<file path="config.mk">
export PLATFORM = sky130hd
export DESIGN_NAME = crc_stream
export DESIGN_NICKNAME = d
export VERILOG_FILES = /design/src/rtl/crc_stream.sv
export SDC_FILE = /design/constraint.sdc
export NUM_CORES = 1
export LEC_CHECK = 0
export ABC_AREA = 1
export CORE_MARGIN = 3
export CORE_UTILIZATION = 41
export CTS_CLUSTER_SIZE = 40
export DETAILED_ROUTE_END_ITERATION = 16
export PLACE_DENSITY_LB_ADDON = 0.05
export SYNTH_ARGS = -nofsm -noshare
export SYNTH_HDL_FRONTEND = slang
export SYNTH_SLANG_ARGS = --single-unit
</file>
<file path="constraint.sdc">
create_clock -name clk -period 2.1 [get_ports clk]
set_clock_uncertainty 0.15 [all_clocks]
set_input_delay 0.42 -clock clk [delete_from_list [all_inputs] [get_ports clk]]
set_output_delay 0.42 -clock clk [all_outputs]
set_load 0.05 [all_outputs]
</file>
<file path="src/rtl/crc_stream.sv">
// crc_stream: byte-serial CRC engine with a framed valid/ready input
// and a held result that waits for the consumer.
module crc_stream #(
  parameter int               WIDTH  = 16,
  parameter logic [WIDTH-1:0] POLY   = 16'h1021,
  parameter logic [WIDTH-1:0] INIT   = '0,
  parameter bit               REFIN  = 1'b0,
  parameter bit               REFOUT = 1'b0,
  parameter logic [WIDTH-1:0] XOROUT = '0
) (
  input  logic             clk,
  input  logic             reset,
  input  logic [7:0]       in_data,
  input  logic             in_valid,
  input  logic             in_last,
  output logic             in_ready,
  output logic [WIDTH-1:0] out_crc,
  output logic [15:0]      out_len,
  output logic             out_valid,
  input  logic             out_ready
);

  typedef enum logic {
    ACCUM = 1'b0,
    DONE  = 1'b1
  } state_t;

  state_t           state_q, state_d;
  logic [WIDTH-1:0] crc_q, crc_d;
  logic [15:0]      cnt_q, cnt_d;
  logic [WIDTH-1:0] ocrc_q, ocrc_d;
  logic [15:0]      olen_q, olen_d;
  logic             oval_q, oval_d;

  logic             accept;
  logic [7:0]       byte_in;
  logic [WIDTH-1:0] crc_nxt;
  logic [WIDTH-1:0] crc_fin;
  logic [15:0]      cnt_inc;

  function automatic logic [7:0] rev8(
    input logic [7:0] b
  );
    logic [7:0] r;
    for (int i = 0; i < 8; i++)
      r[i] = b[7-i];
    return r;
  endfunction

  function automatic logic [WIDTH-1:0] revw(
    input logic [WIDTH-1:0] v
  );
    logic [WIDTH-1:0] r;
    for (int i = 0; i < WIDTH; i++)
      r[i] = v[WIDTH-1-i];
    return r;
  endfunction

  // Byte enters at the top of the register, then eight MSB-first steps.
  function automatic logic [WIDTH-1:0] crc_byte(
    input logic [WIDTH-1:0] c,
    input logic [7:0]       b
  );
    logic [WIDTH-1:0] r;
    r = c ^ (WIDTH'(b) << (WIDTH - 8));
    for (int i = 0; i < 8; i++) begin
      if (r[WIDTH-1])
        r = (r << 1) ^ POLY;
      else
        r = r << 1;
    end
    return r;
  endfunction

  assign in_ready  = (state_q == ACCUM);
  assign out_crc   = ocrc_q;
  assign out_len   = olen_q;
  assign out_valid = oval_q;

  assign accept  = in_valid && in_ready;
  assign byte_in = REFIN ? rev8(in_data) : in_data;
  assign crc_nxt = crc_byte(crc_q, byte_in);
  assign crc_fin = (REFOUT ? revw(crc_nxt) : crc_nxt) ^ XOROUT;
  assign cnt_inc = (cnt_q == 16'hFFFF) ? cnt_q : cnt_q + 16'd1;

  always_comb begin
    state_d = state_q;
    crc_d   = crc_q;
    cnt_d   = cnt_q;
    ocrc_d  = ocrc_q;
    olen_d  = olen_q;
    oval_d  = oval_q;
    unique case (1'b1)
      (state_q == ACCUM): begin
        if (accept) begin
          crc_d = crc_nxt;
          cnt_d = cnt_inc;
          if (in_last) begin
            ocrc_d  = crc_fin;
            olen_d  = cnt_inc;
            oval_d  = 1'b1;
            state_d = DONE;
          end
        end
      end
      (state_q == DONE): begin
        if (oval_q && out_ready) begin
          oval_d  = 1'b0;
          crc_d   = INIT;
          cnt_d   = 16'd0;
          state_d = ACCUM;
        end
      end
      default: ;
    endcase
  end

  always_ff @(posedge clk) begin
    if (reset) begin
      state_q <= ACCUM;
      crc_q   <= INIT;
      cnt_q   <= 16'd0;
      ocrc_q  <= '0;
      olen_q  <= 16'd0;
      oval_q  <= 1'b0;
    end else begin
      state_q <= state_d;
      crc_q   <= crc_d;
      cnt_q   <= cnt_d;
      ocrc_q  <= ocrc_d;
      olen_q  <= olen_d;
      oval_q  <= oval_d;
    end
  end

endmodule

</file>
==> results of run 1 <==
## placed cells by master, fill, tap and decap left out, types with 3 or more instances in the layout
cell / instances
o21ai_0: 26
dlygate4sd2_1: 3
o21bai_1: 8
buf_12: 3
a21oi_2: 11
nand3_1: 18
clkbuf_8: 10
nand2_1: 145
inv_2: 5
nand3_2: 8
xnor2_1: 9
nor2_1: 32
a21oi_1: 32
clkdlybuf4s50_1: 25
o21a_1: 10
xor2_1: 9
inv_1: 51
nand4_1: 5
dfxtp_1: 66
dlymetal6s2s_1: 8
nand2_2: 10
buf_4: 18
## per-stage QoR
step / hold WS, ns / std cells / power, mW / instance area [um2] / utilization, %
after floorplan: 0.307 / 477 / 1.92 / 3330 / -
after global placement: 0.308 / 614 / 2.15 / 3900 / 50.0
after detailed placement: 0.311 / 614 / 2.15 / 3900 / 50.0
after CTS: 0.325 / 629 / 3.22 / 4090 / 52.4
after global routing: 0.354 / 629 / 3.35 / 4110 / 52.6
final: 0.321 / 629 / 3.18 / 4110 / 52.6
## area by class of cell
class / instances / area [um2] / share of cell area (%)
clock buffers: 10 / 138 / 3.35
clock inverters: 5 / 55.1 / 1.34
inverters: 56 / 210 / 5.12
multi-input cells: 333 / 1690 / 41.0
flip-flops and latches: 66 / 1320 / 32.2
well taps: 102 / 128 / 3.11
repair buffers: 57 / 572 / 13.9
## layer usage
metal / GRT usage, % / vias up / routed length (um)
met5: 0 / - / 0
met4: 6.40 / 0 / 104
met3: 3.91 / 8 / 484
met2: 26.3 / 75 / 3300
met1: 27.5 / 1327 / 4030
li1: - / 1590 / -
## power by group through the flow
stage	Combinational, mW	Clock (mW)	Sequential (mW)
2_1_floorplan	0.342	0	1.58
3_3_place_gp	0.724	0	1.42
3_5_place_dp	0.728	0	1.42
4_1_cts	0.728	1.09	1.40
5_1_grt	0.799	1.15	1.41
6_report	0.719	1.06	1.39
## timing repair
action	4_1_cts	5_1_grt
gates resized for setup	3	8
pin swaps	0	0
hold buffers	0	0
setup endpoints to repair	3	8
setup buffers	0	0
## cell families after synthesis
group           count (synthesis)  share of synthesized area [%]
simple gates                  224                           29.2
xor+xnor                       18                           4.73
flops                          66                           39.6
fa+ha+maj                       1                          0.375
buf+inv                        78                           9.80
compound gates                 90                           16.3
## sequential cells by signal (all words and copies together), names as in the netlist
signal / cells
out_crc: 16
out_valid: 1
state_q: 1
cnt_q: 16
out_len: 16
crc_q: 16
## final timing paths
| check | cells past startpoint | slack (ns) | to | start |
|---|---|---|---|---|
| hold / removal | 2 | 0.32 | out_crc[4] | out_crc[4] |
| setup reg to reg | 10 | 0.21 | cnt_q[0] | cnt_q[1] |
| setup / recovery | 1 | 0.05 | out_crc[15] | out_crc[15] |
| hold reg to reg | 2 | 0.32 | out_crc[4] | out_crc[4] |
==> key figures, run 1 <==
Status
  • Status: finished, final reports clean

Power and ir drop
  • Power density over the cells: 773 nW/um2
  • Logic pwr share: 22.6%
  • Leakage: 1.94 nW
  • Part of the power in registers: 43.9%
  • Int Power: 2.16 mW
  • Clock power share: about a third
  • Worst vdd ir: 374 uV
  • Psw: 1.02 mW
  • Sw Ratio: 32.0%

Yosys
  • Top cells by area, synth: dfxtp_1, nand2_1, inv_1
  • Mapped Nets: 491
  • Async set or reset register ratio after synthesis: 0%
  • Syn Area/Cell: 6.99 um2
  • Count leader, synth: nand2_1
  • Post-Syn Instances: 477
  • Most instantiated cells after synthesis: nand2_1, dfxtp_1, inv_1, a21oi_1, nor2_1
  • Flops & latches, synth: 66
  • Sequential area share after synthesis: 39.6%
  • Post-Synthesis Cell Area: 3330 um2
  • Area fraction of the dominant cell type after synthesis: approximately 40%
  • Synthesis warning total: 0
  • Prevailing post-synth register cell: dfxtp_1
  • Netlist cell types: 28
  • Synth area leader: dfxtp_1
  • Number of synthesized flops with an enable pin: 0

CTS
  • Max Buffers Root-to-Sink: 2
  • CTS tree: done
  • H-tree levels: 3
  • Clock Latency Late Sink: 0.34 ns
  • Total CTS buffers: 9
  • Number of clock sinks: 66
  • Clk slew on worst S/H paths: 0.07 ns
  • Clock root buffer: clkbuf_8

Placed design
  • Port buffer count: 46
  • GP Congestion: between 0.8 and 0.9
  • Placement Setup Slack: 0.0272 ns
  • Dpl hpwl: 5600 um

Setup path
  • Max stage delay on crit path: 0.81 ns
  • CP Cell Sequence: clkdlybuf4s50_1
  • Buf/Inv on CP: 1
  • Worst setup path class: flip-flop to output port
  • CP Launch Type: flip-flop
  • CP top delay family: buffers and inverters
  • Crit-path slowest cell: clkdlybuf4s50_1
  • CP required: approximately 1.5 ns
  • Worst-path fanout max: 2
  • Worst path arrival time: 1.48 ns
  • CP Capture Type: output port

GRT
  • Antenna violations before repair: 0
  • First-pass GRT wire length: 13400 um
  • Largest net degree at the start of global routing: 44
  • Grt total ovfl: 0
  • Vias in the first global route: 2731
  • GR Util All Layers: 18.6%

Finish
  • Share of cells above drive strength 1: 14.4%
  • Ant diodes: 0
  • FILL cells: a little under 800
  • Area growth, synth to finish: 23.3%
  • Fin nets: around 540

Drt
  • DRT Pass-1 Iters: 5
  • Final ANT Viol Nets: 0
  • Vias post-DR: 3000
  • Residual DRC: 0
  • Initial DRC Count: 105
  • Vias per cell: 4.77
  • WL/cell: about 13 um
  • Post-Route WL: between 7000 and 8000 um

STA
  • Final Hold Fails: 0
  • Setup TNS: 0 ns
  • # setup viols final: 0
  • Max-slew violations: 0
  • Maximum clock rate: 487 MHz
  • Tightest Pin Transition: roughly 0.52 ns
  • Final WS setup: approximately 0.046 ns
  • Fin crit share: between 90% and 100%
  • Unrepaired setup endpoints after global routing: no
  • Min Tclk post-route: 2.05 ns
  • Rel. slew slack: 65.2%

Hold path
  • Hold Crit Class: flip-flop to flip-flop

Floorplan
  • Die X: 96.2 um
  • Die height: 96.2 um
  • Initial core utilization: between 40% and 50%
  • Die area: roughly 9000 um2
  • Floorplan Core Area: 7810 um2
  • Ports: 47
  • Row count: 32

Job
  • Max-cap viol count: 0
No activity file was read; power rests on OpenSTA's default activity.
==> run 2, diff against run 1 <==
--- a/config.mk
+++ b/config.mk
@@ -10,6 +10,7 @@
 export CORE_UTILIZATION = 41
 export CTS_CLUSTER_SIZE = 40
 export DETAILED_ROUTE_END_ITERATION = 16
+export GPL_TIMING_DRIVEN = 1
 export PLACE_DENSITY_LB_ADDON = 0.05
 export SYNTH_ARGS = -nofsm -noshare
 export SYNTH_HDL_FRONTEND = slang
==> results of run 2 <==
Final layout, timing and power as in run 1 (identical DEF).
